### config.mk
export PLATFORM = sky130hd
export DESIGN_NAME = reorder_buffer
export DESIGN_NICKNAME = d
export VERILOG_FILES = /design/src/rtl/reorder_buffer.sv
export SDC_FILE = /design/constraint.sdc
export NUM_CORES = 1
export LEC_CHECK = 0
export ABC_CLOCK_PERIOD_IN_PS = 6800
export BUFFER_PORTS_ARGS = -buffer_cell sky130_fd_sc_hd__buf_2
export CAP_MARGIN = 20
export CORE_ASPECT_RATIO = 0.6
export CORE_UTILIZATION = 25
export DETAILED_ROUTE_END_ITERATION = 8
export GPL_ROUTABILITY_DRIVEN = 0
export PLACE_DENSITY = 0.43
export SLEW_MARGIN = 20
export SYNTH_ARGS = -nofsm -noshare
export SYNTH_HDL_FRONTEND = slang
export SYNTH_SLANG_ARGS = --single-unit
### constraint.sdc
create_clock -name clk -period 6.8 [get_ports clk]
set_clock_uncertainty 0.1 [all_clocks]
set_input_delay 0.68 -clock clk [delete_from_list [all_inputs] [get_ports clk]]
set_output_delay 0.68 -clock clk [all_outputs]
set_load 0.1 [all_outputs]
### src/rtl/reorder_buffer.sv
// reorder_buffer: circular ROB that allocates ids for the FRAT, collects CDB completions,
// retires in order and issues the mispredict flush. Option macro: ROB_SINGLE_BRANCH_RETIRE_EN.
module reorder_buffer #(
  parameter int ROB_SIZE      = 16,
  parameter int ROB_SIZE_CLOG = 4,
  parameter int ISSUE_WIDTH   = 2,
  parameter int RETIRE_WIDTH  = 2,
  parameter int CDB_WIDTH     = 2,
  parameter int SRC_LEN       = 5
) (
  input  logic                                        clk,
  input  logic                                        rst,
  input  logic [ISSUE_WIDTH-1:0]                      instr_val_id,
  input  logic [ISSUE_WIDTH-1:0][SRC_LEN-1:0]         rd_id,
  input  logic [ISSUE_WIDTH-1:0]                      branch_id,
  output logic [ROB_SIZE_CLOG-1:0]                    rob_is_ptr,
  output logic [ROB_SIZE_CLOG-1:0]                    rob_is_ptr_p1,
  output logic                                        rob_full,
  input  logic [CDB_WIDTH-1:0]                        cdb_val,
  input  logic [CDB_WIDTH-1:0][ROB_SIZE_CLOG-1:0]     cdb_robid,
  input  logic [CDB_WIDTH-1:0]                        cdb_mispredict,
  output logic [RETIRE_WIDTH-1:0][SRC_LEN-1:0]        rd_ret,
  output logic [RETIRE_WIDTH-1:0]                     val_ret,
  output logic [RETIRE_WIDTH-1:0]                     branch_ret,
  output logic [ROB_SIZE_CLOG-1:0]                    mispredict_tag_id,
  output logic                                        branch_clear_id
);
  localparam int PW = ROB_SIZE_CLOG + 1;
  localparam logic [0:0] ST_RUN   = 1'b0;
  localparam logic [0:0] ST_FLUSH = 1'b1;

  logic [0:0]                                state_r;
  logic [0:0]                                state_nxt_s;
  logic [PW-1:0]                             head_r;
  logic [PW-1:0]                             tail_r;
  logic [PW-1:0]                             count_r;
  logic [PW-1:0]                             free_s;
  logic [ROB_SIZE-1:0]                       valid_r;
  logic [ROB_SIZE-1:0]                       done_r;
  logic [ROB_SIZE-1:0]                       mispred_r;
  logic [ROB_SIZE-1:0]                       branch_r;
  logic [SRC_LEN-1:0]                        rd_r [ROB_SIZE];
  logic [ROB_SIZE_CLOG-1:0]                  mp_tag_r;
  logic [PW-1:0]                             alloc_cnt_s;
  logic [PW-1:0]                             ret_cnt_s;
  logic [ISSUE_WIDTH-1:0][ROB_SIZE_CLOG-1:0] alloc_idx_s;
  logic [RETIRE_WIDTH-1:0][ROB_SIZE_CLOG-1:0] ret_idx_s;
  logic                                      alloc_en_s;
  logic                                      flush_trig_s;
  logic [ROB_SIZE_CLOG-1:0]                  flush_idx_s;

  assign free_s            = PW'(ROB_SIZE) - count_r;
  assign rob_full          = (free_s < PW'(ISSUE_WIDTH)) || (state_r == ST_FLUSH);
  assign alloc_en_s        = !rob_full && !flush_trig_s && (|instr_val_id);
  assign rob_is_ptr        = tail_r[ROB_SIZE_CLOG-1:0];
  assign rob_is_ptr_p1     = tail_r[ROB_SIZE_CLOG-1:0] + {{(ROB_SIZE_CLOG-1){1'b0}}, 1'b1};
  assign mispredict_tag_id = mp_tag_r;
  assign branch_clear_id   = (state_r == ST_FLUSH);

  // Allocation ids: each valid slot takes the next id after the valid slots before it.
  always_comb begin
    alloc_cnt_s = '0;
    for (int i = 0; i < ISSUE_WIDTH; i++) begin
      alloc_idx_s[i] = tail_r[ROB_SIZE_CLOG-1:0] + alloc_cnt_s[ROB_SIZE_CLOG-1:0];
      if (instr_val_id[i]) begin
        alloc_cnt_s = alloc_cnt_s + PW'(1);
      end else begin
        alloc_cnt_s = alloc_cnt_s;
      end
    end
  end

  // Retire window: stops at the first not-ready entry or right after a mispredicted one.
  always_comb begin
    logic [ROB_SIZE_CLOG-1:0] idx;
    logic                     ok;
    logic                     stop;
`ifdef ROB_SINGLE_BRANCH_RETIRE_EN
    logic                     br_seen;
    br_seen = 1'b0;
`endif
    idx          = '0;
    ok           = 1'b0;
    stop         = 1'b0;
    ret_cnt_s    = '0;
    flush_trig_s = 1'b0;
    flush_idx_s  = '0;
    val_ret      = '0;
    rd_ret       = '0;
    branch_ret   = '0;
    for (int j = 0; j < RETIRE_WIDTH; j++) begin
      idx          = head_r[ROB_SIZE_CLOG-1:0] + ROB_SIZE_CLOG'(j);
      ret_idx_s[j] = idx;
      ok = valid_r[idx] && done_r[idx] && !stop && (state_r == ST_RUN);
`ifdef ROB_SINGLE_BRANCH_RETIRE_EN
      if (branch_r[idx] && br_seen) begin
        ok = 1'b0;
      end else begin
        ok = ok;
      end
`endif
      if (ok) begin
        val_ret[j]    = 1'b1;
        rd_ret[j]     = rd_r[idx];
        branch_ret[j] = branch_r[idx];
        ret_cnt_s     = ret_cnt_s + PW'(1);
`ifdef ROB_SINGLE_BRANCH_RETIRE_EN
        br_seen       = br_seen | branch_r[idx];
`endif
        if (mispred_r[idx]) begin
          flush_trig_s = 1'b1;
          flush_idx_s  = idx;
          stop         = 1'b1;
        end else begin
          stop = stop;
        end
      end else begin
        stop = 1'b1;
      end
    end
  end

  // FSM next state: a single FLUSH cycle follows a mispredicted retire.
  always_comb begin
    case (state_r)
      ST_RUN:   state_nxt_s = flush_trig_s ? ST_FLUSH : ST_RUN;
      ST_FLUSH: state_nxt_s = ST_RUN;
      default:  state_nxt_s = ST_RUN;
    endcase
  end

  // Pointers, occupancy, FSM and flush tag.
  always_ff @(posedge clk) begin
    if (rst) begin
      state_r  <= ST_RUN;
      head_r   <= '0;
      tail_r   <= '0;
      count_r  <= '0;
      mp_tag_r <= '0;
    end else begin
      state_r <= state_nxt_s;
      head_r  <= head_r + ret_cnt_s;
      if (flush_trig_s) begin
        tail_r   <= head_r + ret_cnt_s;
        count_r  <= '0;
        mp_tag_r <= flush_idx_s;
      end else if (alloc_en_s) begin
        tail_r  <= tail_r + alloc_cnt_s;
        count_r <= count_r + alloc_cnt_s - ret_cnt_s;
      end else begin
        count_r <= count_r - ret_cnt_s;
      end
    end
  end

  // Entry status bits: completion, retire clear, then allocation (disjoint ids).
  always_ff @(posedge clk) begin
    if (rst || flush_trig_s) begin
      valid_r   <= '0;
      done_r    <= '0;
      mispred_r <= '0;
      branch_r  <= '0;
    end else begin
      if (state_r == ST_RUN) begin
        for (int k = 0; k < CDB_WIDTH; k++) begin
          if (cdb_val[k] && valid_r[cdb_robid[k]]) begin
            done_r[cdb_robid[k]] <= 1'b1;
            if (cdb_mispredict[k]) begin
              mispred_r[cdb_robid[k]] <= 1'b1;
            end
          end
        end
      end
      for (int j = 0; j < RETIRE_WIDTH; j++) begin
        if (val_ret[j]) begin
          valid_r[ret_idx_s[j]]   <= 1'b0;
          done_r[ret_idx_s[j]]    <= 1'b0;
          mispred_r[ret_idx_s[j]] <= 1'b0;
        end
      end
      if (alloc_en_s) begin
        for (int i = 0; i < ISSUE_WIDTH; i++) begin
          if (instr_val_id[i]) begin
            valid_r[alloc_idx_s[i]]   <= 1'b1;
            done_r[alloc_idx_s[i]]    <= 1'b0;
            mispred_r[alloc_idx_s[i]] <= 1'b0;
            branch_r[alloc_idx_s[i]]  <= branch_id[i];
          end
        end
      end
    end
  end

  // Destination register payload; only meaningful while the entry is valid.
  always_ff @(posedge clk) begin
    if (alloc_en_s && !rst) begin
      for (int i = 0; i < ISSUE_WIDTH; i++) begin
        if (instr_val_id[i]) begin
          rd_r[alloc_idx_s[i]] <= rd_id[i];
        end
      end
    end
  end

endmodule

* Word-level counts from Yosys, hierarchy flattened
Memory sizes are Yosys's and may differ from the RTL's. A register that Yosys moved wholly into a read port is not among the register bits. Cells that the tools add are included.
Storage, ports and cells: bits in registers 84, latch bits 0, RAM bits 80, bits in read-only memories 0, bits of input ports 28, output and inout port bits 28, word-level logic and storage cells 190, memories 1
Memories:
- rd_r | words 16, bits a word 5, read ports 2, clocked after memory_dff 1, write ports 2, line 42 | logic [SRC_LEN-1:0] rd_r [ROB_SIZE];
Cells by class: $add $sub $neg 11, multiply operators 0, divide/modulo/power cells 0, $lt $le $gt $ge 13, equal/unequal tests 0, shift-type cells 0, muxes and demuxes 110, bitwise gates (word level) 21, reductions and logical operators 25
Operator list (count):
- 16-bit two-way mux | 45
- 16-bit AND | 10
- 16-bit bitwise OR | 6
- 16-bit inverter | 4
- 1-bit binary-select mux with 4-bit select | 10
- 1-bit two-way mux | 34
- 16-bit bitwise mux | 2
- 4-bit by 5-bit < comparator with 1-bit output (second input constant) | 6
- 5-bit two-way mux | 6
- 1-bit demux with 4-bit select | 6
- 4-bit by 1-bit greater-or-equal comparator with 1-bit output (second input constant) | 6
- 4-bit two-way mux | 5
- 1-bit logical AND | 16
- 5-bit by 2-bit adder with 5-bit output | 2
- 5-bit subtractor | 2
- 4-bit by 1-bit adder with 4-bit output (second input constant) | 2
- 5-bit by 1-bit adder with 5-bit output (second input constant) | 1
- 5-bit adder | 1
- 5-bit by 2-bit < comparator with 1-bit output (second input constant) | 1
- 5-bit subtractor (first input constant) | 1
- 4-bit by 1-bit adder with 4-bit output | 1
- 1-bit zero test | 4
- 2-bit OR reduction | 2
- 1-bit by 1-bit adder with 2-bit output (second input constant) | 1
- 5 further kinds | 6

* Logic depth before layout (Yosys ltp)
Gate-level depths: netlist of run 1.
depth in word-level cells 29, depth in mapped cells 27, mapped depth without buffers 20

* Worst setup path before layout of run 1
No wires, ideal clock.
path type flip-flop to flip-flop, start register head_r[1], end register count_r[4], library setup time 117 ps, arrival 6612 ps, required time 6583 ps, slack -30 ps, cell stages (with the launch flop) 25, path buffers 7, period minus slack after synthesis 6830 ps, cells stage by stage dfxtp_1 > buf_2 > buf_1 > clkbuf_1 > inv_1 > ha_1 > buf_2 > buf_2 > nand3_1 > o211ai_1 > o221ai_1 > and4_1 > clkbuf_1 > nor3_2 > clkbuf_1 > ha_1 > fa_1 > fa_1 > inv_1 > a21oi_1 > o21bai_1 > xnor2_1 > o21ai_0 > xnor2_1 > nor2_1
On the way: cells in the longest elaborated chain, start to end 13, elaborated cells between the ends (all ways) 34, classes of those cells 4 x add/sub; 20 x mux; 10 x reduce/logical
Ends and longest elaborated chain:
- start, declared | line 34 | logic [PW-1:0] head_r;
- start signal, assigned | line 142 | head_r <= head_r + ret_cnt_s;
- branches (longest 13 deep; another with 5-bit by 1-bit adder with 5-bit output)
- end signal, assigned | line 149 | count_r <= count_r + alloc_cnt_s - ret_cnt_s;
- end signal, assigned | line 151 | count_r <= count_r - ret_cnt_s;
- end, declared | line 36 | logic [PW-1:0] count_r;
Several ways; the timed one is not identified. The select of a mux whose other input is x is not followed. A chain may end at the register's enable or synchronous reset.

==> results of run 1 <==
## kinds of logic (layout without fill, tap and decap cells)
group / count (synthesis) / count (layout) / share of synthesized area [%]
AOI/OAI and AO/OA: 223 / 223 / 14.0
xor gates and xnor gates: 15 / 15 / 1.23
adders and majority gates: 33 / 33 / 3.98
buffers and inverters: 116 / 143 / 4.16
DFF: 162 / 162 / 35.7
muxes: 184 / 184 / 26.5
and+or+nand+nor: 325 / 325 / 14.4
## worst reg2reg max path: stages, from the launching register on
cell                       delay [ps]
sky130_fd_sc_hd__dfxtp_4          880
sky130_fd_sc_hd__inv_1            340
sky130_fd_sc_hd__ha_2             740
sky130_fd_sc_hd__mux4_2           570
sky130_fd_sc_hd__mux2_2           300
sky130_fd_sc_hd__a222oi_1         480
sky130_fd_sc_hd__a41o_1           200
sky130_fd_sc_hd__a22oi_2          260
sky130_fd_sc_hd__buf_4            430
sky130_fd_sc_hd__nor3_2           500
sky130_fd_sc_hd__mux2_2           390
## Yosys cell counts, types with 6 or more instances
| cell | n | area [um^2] |
|---|---|---|
| sky130_fd_sc_hd__a211oi_1 | 6 | 45.0 |
| sky130_fd_sc_hd__a21oi_1 | 40 | 200 |
| sky130_fd_sc_hd__a221oi_1 | 29 | 254 |
| sky130_fd_sc_hd__a311oi_1 | 8 | 70.1 |
| sky130_fd_sc_hd__a31oi_1 | 13 | 81.3 |
| sky130_fd_sc_hd__and2_1 | 24 | 150 |
| sky130_fd_sc_hd__and3_1 | 9 | 56.3 |
| sky130_fd_sc_hd__buf_1 | 16 | 60.1 |
| sky130_fd_sc_hd__buf_2 | 18 | 90.1 |
| sky130_fd_sc_hd__clkbuf_1 | 43 | 161 |
| sky130_fd_sc_hd__dfxtp_1 | 82 | 1640 |
| sky130_fd_sc_hd__edfxtp_1 | 80 | 2400 |
| sky130_fd_sc_hd__ha_1 | 28 | 350 |
| sky130_fd_sc_hd__inv_1 | 36 | 135 |
| sky130_fd_sc_hd__mux2_1 | 8 | 90.1 |
| sky130_fd_sc_hd__mux2_2 | 78 | 878 |
| sky130_fd_sc_hd__mux2i_1 | 14 | 140 |
| sky130_fd_sc_hd__mux4_2 | 84 | 1890 |
| sky130_fd_sc_hd__nand2_1 | 101 | 379 |
| sky130_fd_sc_hd__nand2b_1 | 15 | 93.8 |
| sky130_fd_sc_hd__nand3_1 | 24 | 120 |
| sky130_fd_sc_hd__nor2_1 | 70 | 263 |
| sky130_fd_sc_hd__nor2b_1 | 26 | 163 |
| sky130_fd_sc_hd__nor3_1 | 15 | 75.1 |
| sky130_fd_sc_hd__nor3_2 | 6 | 60.1 |
| sky130_fd_sc_hd__o211ai_1 | 26 | 195 |
| sky130_fd_sc_hd__o21ai_0 | 33 | 165 |
| sky130_fd_sc_hd__o22ai_1 | 9 | 56.3 |
| sky130_fd_sc_hd__xnor2_1 | 10 | 87.6 |
## flip-flops by register name, indices dropped and copies added, names as in the netlist
name,flops
rd_r,80
branch_r,16
done_r,16
mispred_r,16
valid_r,16
count_r,5
head_r,4
mispredict_tag_id,4
tail_r,4
branch_clear_id,1
## through the flow
step | total power, mW | hold slack (ps) | instances
5_1_grt | 3.33 | 407 | 1664
4_1_cts | 3.18 | 384 | 1664
6_report | 3.18 | 386 | 1664
2_1_floorplan | 1.96 | 353 | 1058
3_3_place_gp | 2.26 | 374 | 1632
3_5_place_dp | 2.26 | 374 | 1632
## final cells by class
type	count	share of cell area (%)
clock buffer	18	3.38
tap	579	5.71
timing repair buffer	75	3.35
multi-input combinational	780	53.8
clock inverter	14	0.828
inverter	36	1.06
sequential	162	31.9
## per-layer routing
layer | up-vias | part of all wire (%)
met5 | - | 0.031
met4 | 2 | 1.4
met3 | 41 | 9.6
met2 | 456 | 37
met1 | 4817 | 52
li1 | 4105 | -
## worst max-delay path by stage
stage | slack (ps) | end
floorplan | 470 | count_r[4]$_SDFF_PP0_
global placement | 1450 | count_r[4]$_SDFF_PP0_
detailed placement | 1300 | count_r[4]$_SDFF_PP0_
CTS | 1270 | count_r[4]$_SDFF_PP0_
global route | 870 | count_r[4]$_SDFF_PP0_
finish | 1370 | rd_r[8][0]$_DFFE_PP_
## report_power, final
group | switching [mW] | leakage (nW) | internal [mW] | total [mW]
Combinational | 0.621 | 2.60 | 0.378 | 0.999
Sequential | 0.135 | 1.39 | 1.12 | 1.25
Clock | 0.451 | 0.249 | 0.470 | 0.922
==> flow_results.org, run 1 <==
** Outcome
- The run finished with clean final reports.

** Worst setup path
- Worst reg2reg endpoint :: rd_r[8][0]$_DFFE_PP_
- Cell-by-cell trace of the critical path :: inv_1, ha_2, mux4_2, mux2_2, a222oi_1, a41o_1, a22oi_2, buf_4, nor3_2, mux2_2
- STA classifies the critical path endpoint as a flip-flop.
- The setup path with the least slack is of type reg2reg.
- By instance count, the cell type seen most on the critical path is sky130_fd_sc_hd__mux2_2.
- In this run the worst path has a maximum fanout of between 50 and 60.
- Data on the critical path is required at its endpoint by ~6900 ps.
- For the worst flop-to-flop path, the logic depth is 10.
- Across all register-to-register paths, the minimum setup slack is 1370 ps.
- Critical path's top delay family :: multiplexers
- In this run the worst setup path begins at head_r[0]$_SDFF_PP0_.
- The number of buffers and inverters on the critical path is 2.
- Largest stage delay, worst path :: ~880 ps
- Data on the critical path arrives at its endpoint at 5540 ps.
- Stages on the worst setup path :: 10
- In this run the critical register-to-register path is launched from head_r[0]$_SDFF_PP0_.
- Kind of start point of the critical path :: flip-flop
- The slowest stage of the critical path is the sky130_fd_sc_hd__dfxtp_4 cell.

** Global route
- The first global-routing pass estimated between 60 and 70 mm of wire.
- Entering global routing, the biggest net connects 55 pins.
- The via count of the first global-routing pass is 8,836.
- For this run, global-route usage on met1 was measured as 30.4%.
- The number of antenna violations at the first check in global routing came to 3.
- Global routing consumed, on the met3 layer, just over 5% of the routing resources.
- Global routing consumed, over all layers together, 18.6% of the routing resources.
- Grt peak-use layer :: met1
- Sum of overflow across all layers after global routing :: 0
- For this run, global-route usage on met2 was measured as 23.0%.

** Finish
- Leaving out fill and tap cells, the most frequent cells in the layout are sky130_fd_sc_hd__nand2_1, sky130_fd_sc_hd__mux4_2, sky130_fd_sc_hd__dfxtp_1, sky130_fd_sc_hd__edfxtp_1, sky130_fd_sc_hd__mux2_2.
- Once layout is complete, the utilization of the core stands at 28.8%.
- Leaving out fill and tap cells, the most frequent cell in the layout is sky130_fd_sc_hd__nand2_1.
- Registers take 4050 um^2.
- The multi-input combinational cells in the finished layout cover a total of 6820 um^2.
- After routing the design area is 12,700 um^2.
- In the final layout, the share of cells above drive strength 1 is between 20% and 30%.
- Net total in the final layout :: 1,133
- The number of antenna diodes in the final layout is 0.
- Fill cell total of the finished layout :: about 4,600
- Syn-to-layout area delta :: 12.1%

** Hold path
- The worst hold path was traced through 2 stages.
- The worst hold path belongs to the class reg2reg.
- In this run the most critical hold path is launched from branch_r[14]$_SDFFE_PP0N_.
- Hold endpoint :: branch_r[14]$_SDFFE_PP0N_

** STA
- Headroom to the max-slew limit came out at roughly a quarter.
- After routing, the total negative slack on setup checks comes to 0 ps.
- Transition time at the pin with the least slew margin :: ~1100 ps
- RSZ-0062 raised after global routing :: no
- Minimum clock period after layout :: 5430 ps
- Setup slack on the critical path of the routed design comes to ~1400 ps.
- Setup-violating endpoint count in the final report :: 0
- Period Utilization, post-route :: 79.9%
- The count of final hold-check violations came to 0.
- Number of max-slew violations in the final report :: 0
- For this run, the top clock speed supported by timing is between 150 and 200 MHz.

** Detailed routing
- Count of unresolved DRC violations after routing :: 0
- In this run, the number of DRC markers left after iteration 0 of detailed routing was approximately 1,300.
- Post-route ant nets :: 0
- Total detailed-routing wirelength :: around 43 mm
- After detailed routing, the average wire length per cell comes to between 20 and 30 um.
- Vias per Instance :: approximately 5.7
- For this block, the via count after detailed routing is approximately 9,400.
- Before antenna repair, the detailed router went through 6 iterations.

** Logic synthesis
- Count of flip-flops with a built-in enable after synthesis :: 80
- When the netlist entered floorplanning its net count stood at 1,119.
- After synthesis the cells add up to 11,300 um^2.
- Number of distinct standard cells referenced by the synthesized netlist :: 75
- Post-synth ARST share :: 0%
- Top_reg_cell synth :: sky130_fd_sc_hd__dfxtp_1
- Synthesized flop and latch total :: 162
- Counting every instance in the synthesized netlist gives 1,058.
- Mean instance size in the synthesized netlist :: 10.7 um^2
- Sequential cells were found to cover between 30% and 40% of the synthesized design area.
- For this run, the number of Yosys warnings is 0.

** Floorplan
- After floorplanning, the core was divided into 59 placement rows.
- Vert. Die Dim :: ~170 um
- Number of primary I/O pins :: 56
- Die Outline Area :: 46,200 um^2
- Core Footprint :: 44,000 um^2
- Initial Util :: 25.7%
- Die Wd :: 277 um

** CTS
- For this design, the sink count on the clock tree is about 160.
- Post-CTS Repair Setup Buffers :: 0
- The H-tree generated during clock tree synthesis spans 4 levels.
- After clock tree synthesis, the repair step resized 0 gates.
- TritonCTS clock tree :: done
- Number of buffers between clock root and the deepest sink :: 2
- CTS placed an instance of sky130_fd_sc_hd__clkbuf_16 at the clock tree root.
- Worst skew pair latency :: 460 ps
- Counting the buffers created by CTS gives 17.
- Clock Pin Slew Worst Setup and Hold Paths :: roughly 70 ps
- For this design, the CTS-stage hold fixing added 0 buffers.

** Place
- Placement Cell Area :: 12,200 um^2
- Half-perimeter wire length after placement :: roughly 32 mm
- The count of buffers added on input and output ports is 55.
- Post-placement worst setup slack :: 1300 ps

** Power
- In this run the power density over the cells is between 200 and 300 nW/um^2.
- VDD IR max :: 0.000231 V
- Leakage Power :: 4.24 nW

** Flow run
- Max-cap violations in this run came to 0.
No activity file was read; power rests on OpenSTA's default activity.
==> run 2: changes to the inputs <==
Settings changed: ABC_CLOCK_PERIOD_IN_PS 6800 to 5100.
Clock period 6.8 ns to 5.1 ns, I/O delays scaled along.
==> flow_results.org, run 2 (same netlist as run 1, synthesis figures left out) <==
** Worst setup path
- Capturing element type of the critical path :: flip-flop
- Required time at the endpoint of the critical path :: 5350 ps (-1560 ps)
- Highest net fanout along the worst path :: 13 (-76%)
- Minimum setup slack among reg-to-reg paths :: 440 ps (-930 ps)
- The data arrival time of the critical path came to 4910 ps (-630 ps).
- STA classifies the critical path startpoint as a flip-flop.
- Type of the worst setup path :: reg2reg

** Detailed routing
- The number of vias per cell after detailed routing was 5.54 (-2.2%).
- The detailed-route DRC error count came to 0 (unchanged).
- The detail-routed net length per standard cell came to 24.7 um (-3.3%).
- First-pass DRT Iterations :: 5 (-1)
- The overall routed net length was 41.5 mm (-2.4%).
- Violation count after the first detailed-route iteration :: 1,106 (-18%)
- Overall via count from detail_route :: 9,307 (-1.2%)
- The remaining antenna violation count after routing came to 0 (unchanged).

** Place
- Half-perimeter wire length after placement :: 32.1 mm (+1.3%)
- Port Buffer Count :: 55 (unchanged)
- Inst Count DP :: 1,648 (+0.98%)

** CTS
- Htree depth :: 4 (unchanged)
- The number of buffers inserted during clock tree synthesis came to 17 (unchanged).
- In this run the clock root is driven by a sky130_fd_sc_hd__clkbuf_16.
- Total clock sinks :: 162 (unchanged)
- The post-cts repair resize count is 0 (unchanged).
- TritonCTS clock tree :: done
- Number of hold buffers added after CTS :: 0 (unchanged)
- The count of buffers added by post-CTS timing repair for setup came to 0 (unchanged).
- The clock latency on the worst-skew pair is 470 ps (about the same).
- The maximum clock insertion buffer count is 2 (unchanged).
- Clock Pin Slew Worst Setup and Hold Paths :: 80 ps (about the same)

** Finish
- Number of flip-flops in the largest register :: 80 (unchanged)
- Commonest non-fill, non-tap cells in the layout :: sky130_fd_sc_hd__nand2_1, sky130_fd_sc_hd__mux4_2, sky130_fd_sc_hd__dfxtp_1, sky130_fd_sc_hd__edfxtp_1, sky130_fd_sc_hd__mux2_2
- Syn-to-layout area delta :: 14.8%
- Fill cell total of the finished layout :: 4,537 (-0.77%)
- The final instance count without filler cells is 1,680 (+0.96%).
- The final net count was 1,149 (+1.4%).
- # diodes :: 0 (unchanged)
- Fraction of final layout cells sized beyond drive strength 1 :: 28.6% (+1.1 points)
- Most frequent standard cell in the layout excluding fill and tap cells :: sky130_fd_sc_hd__nand2_1

** STA
- Minimum clock period after layout :: 4660 ps (-771 ps)
- The post-route clock period utilization was 91.4% (+12 points).
- RSZ-0062 raised after global routing :: no
- The slew at the pin closest to its max-slew limit was 1070 ps (-65.5 ps).
- The setup-violating endpoint count in the final report was 0 (unchanged).
- Slew headroom :: 28.1% (+4.6 points)
- Maximum clock rate :: 215 MHz (+17%)
- The count of final hold-check violations was 0 (unchanged).
- Final sum of negative setup slack :: 0 ps (unchanged)
- Number of max-slew violations in the final report :: 0 (unchanged)

** Power
- Pint :: 2.68 mW (+36%)
- Total power :: 4.38 mW (+38%)
- Share of total power in combinational logic :: 31.5% (about the same)
- VDD IR max :: 0.000221 V (-4.2%)
- Clock power share :: 30.8% (+1.8 points)
- Leakage Power :: 4.39 nW (+3.6%)
- The part of the total power dissipated in sequential elements is 37.7% (-1.8 points).
- The net switching share of the total power came to 38.7% (+0.72 points).
- Sw power :: 1.70 mW (+41%)
- Pwr/cell area :: 337 nW/um^2 (+35%)

** Floorplan
- The count of pins on the block boundary is 56 (unchanged).
- Initial Util :: 25.7% (unchanged)
- The core outline area came to 44,000 um^2 (unchanged).
- The horizontal die dimension was 277 um (unchanged).
- The die boundary height came to 167 um (unchanged).
- Die Outline Area :: 46,200 um^2 (unchanged)
- The number of placement rows was 59 (unchanged).

** Hold path
- Hold/Removal Path Class :: in2reg

** Global route
- The overflow left after global routing came to 0 (unchanged).
- Vias in the first global route :: 8,890 (+0.61%)
- First-pass GRT wire length :: 61.4 mm (-2.0%)
- All-layer global routing usage :: 18.1% (-0.46 points)
- The largest net degree at the start of global routing is 42 (-24%).
- Antenna violations before repair :: 2 (-1)

** Flow run
- The max-cap violation count is 0 (unchanged).

** Outcome
- Result of the run :: finished, final reports clean
==> run 2: cell types whose count changed in the layout (fill, tap and decap cells not counted), sizes merged <==
cell      previous run  this run
clkbuf              18        17
inv                 41        47
clkinvlp             5         0
buf                 75        91
==> run 2: final cells by class <==
| cell class | count | area (um^2) | area share, % |
|---|---|---|---|
| Sequential cell | 162 | 4050 | 31.2 |
| Clock buffer | 17 | 425 | 3.27 |
| Tap cell | 579 | 724 | 5.57 |
| Timing Repair Buffer | 91 | 663 | 5.10 |
| Inverter | 36 | 135 | 1.04 |
| Multi-Input combinational cell | 780 | 6820 | 52.5 |
| Clock inverter | 15 | 176 | 1.36 |
==> run 2: stage by stage <==
step / utilization [%] / hold WS [ps] / cell area (um^2) / worst slack [ps]
2_1_floorplan: - / 353 / 11400 / 12.4
3_3_place_gp: 28.2 / 364 / 12400 / 646
3_5_place_dp: 28.2 / 384 / 12400 / 593
4_1_cts: 29.5 / 304 / 13000 / 559
5_1_grt: 29.5 / 323 / 13000 / 166
6_report: 29.5 / 325 / 13000 / 440
==> run 2: critical path, stage by stage (launching register included) <==
cell and delay, ps:
sky130_fd_sc_hd__dfxtp_1 710, sky130_fd_sc_hd__nor2b_1 450, sky130_fd_sc_hd__a21boi_0 370, sky130_fd_sc_hd__o221ai_1 310, sky130_fd_sc_hd__and4_1 370, sky130_fd_sc_hd__nor3_4 160
sky130_fd_sc_hd__ha_2 330, sky130_fd_sc_hd__ha_1 290, sky130_fd_sc_hd__inv_1 50, sky130_fd_sc_hd__ha_1 160, sky130_fd_sc_hd__inv_1 60, sky130_fd_sc_hd__fa_1 400
sky130_fd_sc_hd__inv_1 70, sky130_fd_sc_hd__a21oi_1 70, sky130_fd_sc_hd__o21bai_1 150, sky130_fd_sc_hd__xnor2_1 70, sky130_fd_sc_hd__o21ai_0 210, sky130_fd_sc_hd__xnor2_1 150
sky130_fd_sc_hd__nor2_1 60
==> run 2: worst paths after layout <==
kind,startpoint,end,depth (start not counted)
max,head_r[2]$_SDFF_PP0_,count_r[4]$_SDFF_PP0_,18
min,rst,head_r[1]$_SDFF_PP0_,2
max reg2reg,head_r[2]$_SDFF_PP0_,count_r[4]$_SDFF_PP0_,18
min reg2reg,branch_r[13]$_SDFFE_PP0N_,branch_r[13]$_SDFFE_PP0N_,2
==> run 2: power groups by stage <==
| stage | clock [mW] | sequential (mW) | combinational (mW) |
|---|---|---|---|
| after floorplan | 0 | 1.64 | 0.966 |
| after global placement | 0 | 1.68 | 1.35 |
| after detailed placement | 0 | 1.68 | 1.36 |
| after CTS | 1.38 | 1.65 | 1.37 |
| after global routing | 1.43 | 1.67 | 1.49 |
| final | 1.35 | 1.65 | 1.38 |
==> run 2: layer usage <==
layer | up-vias | track usage (%) | routed length [um] | part of all wire (%)
li1 | 4134 | - | - | -
met1 | 4718 | 28.7 | 21000 | 51
met2 | 436 | 23.3 | 16100 | 39
met3 | 19 | 5.61 | 4170 | 10
met4 | 0 | 3.19 | 272 | 0.66
met5 | - | 0 | 0 | 0
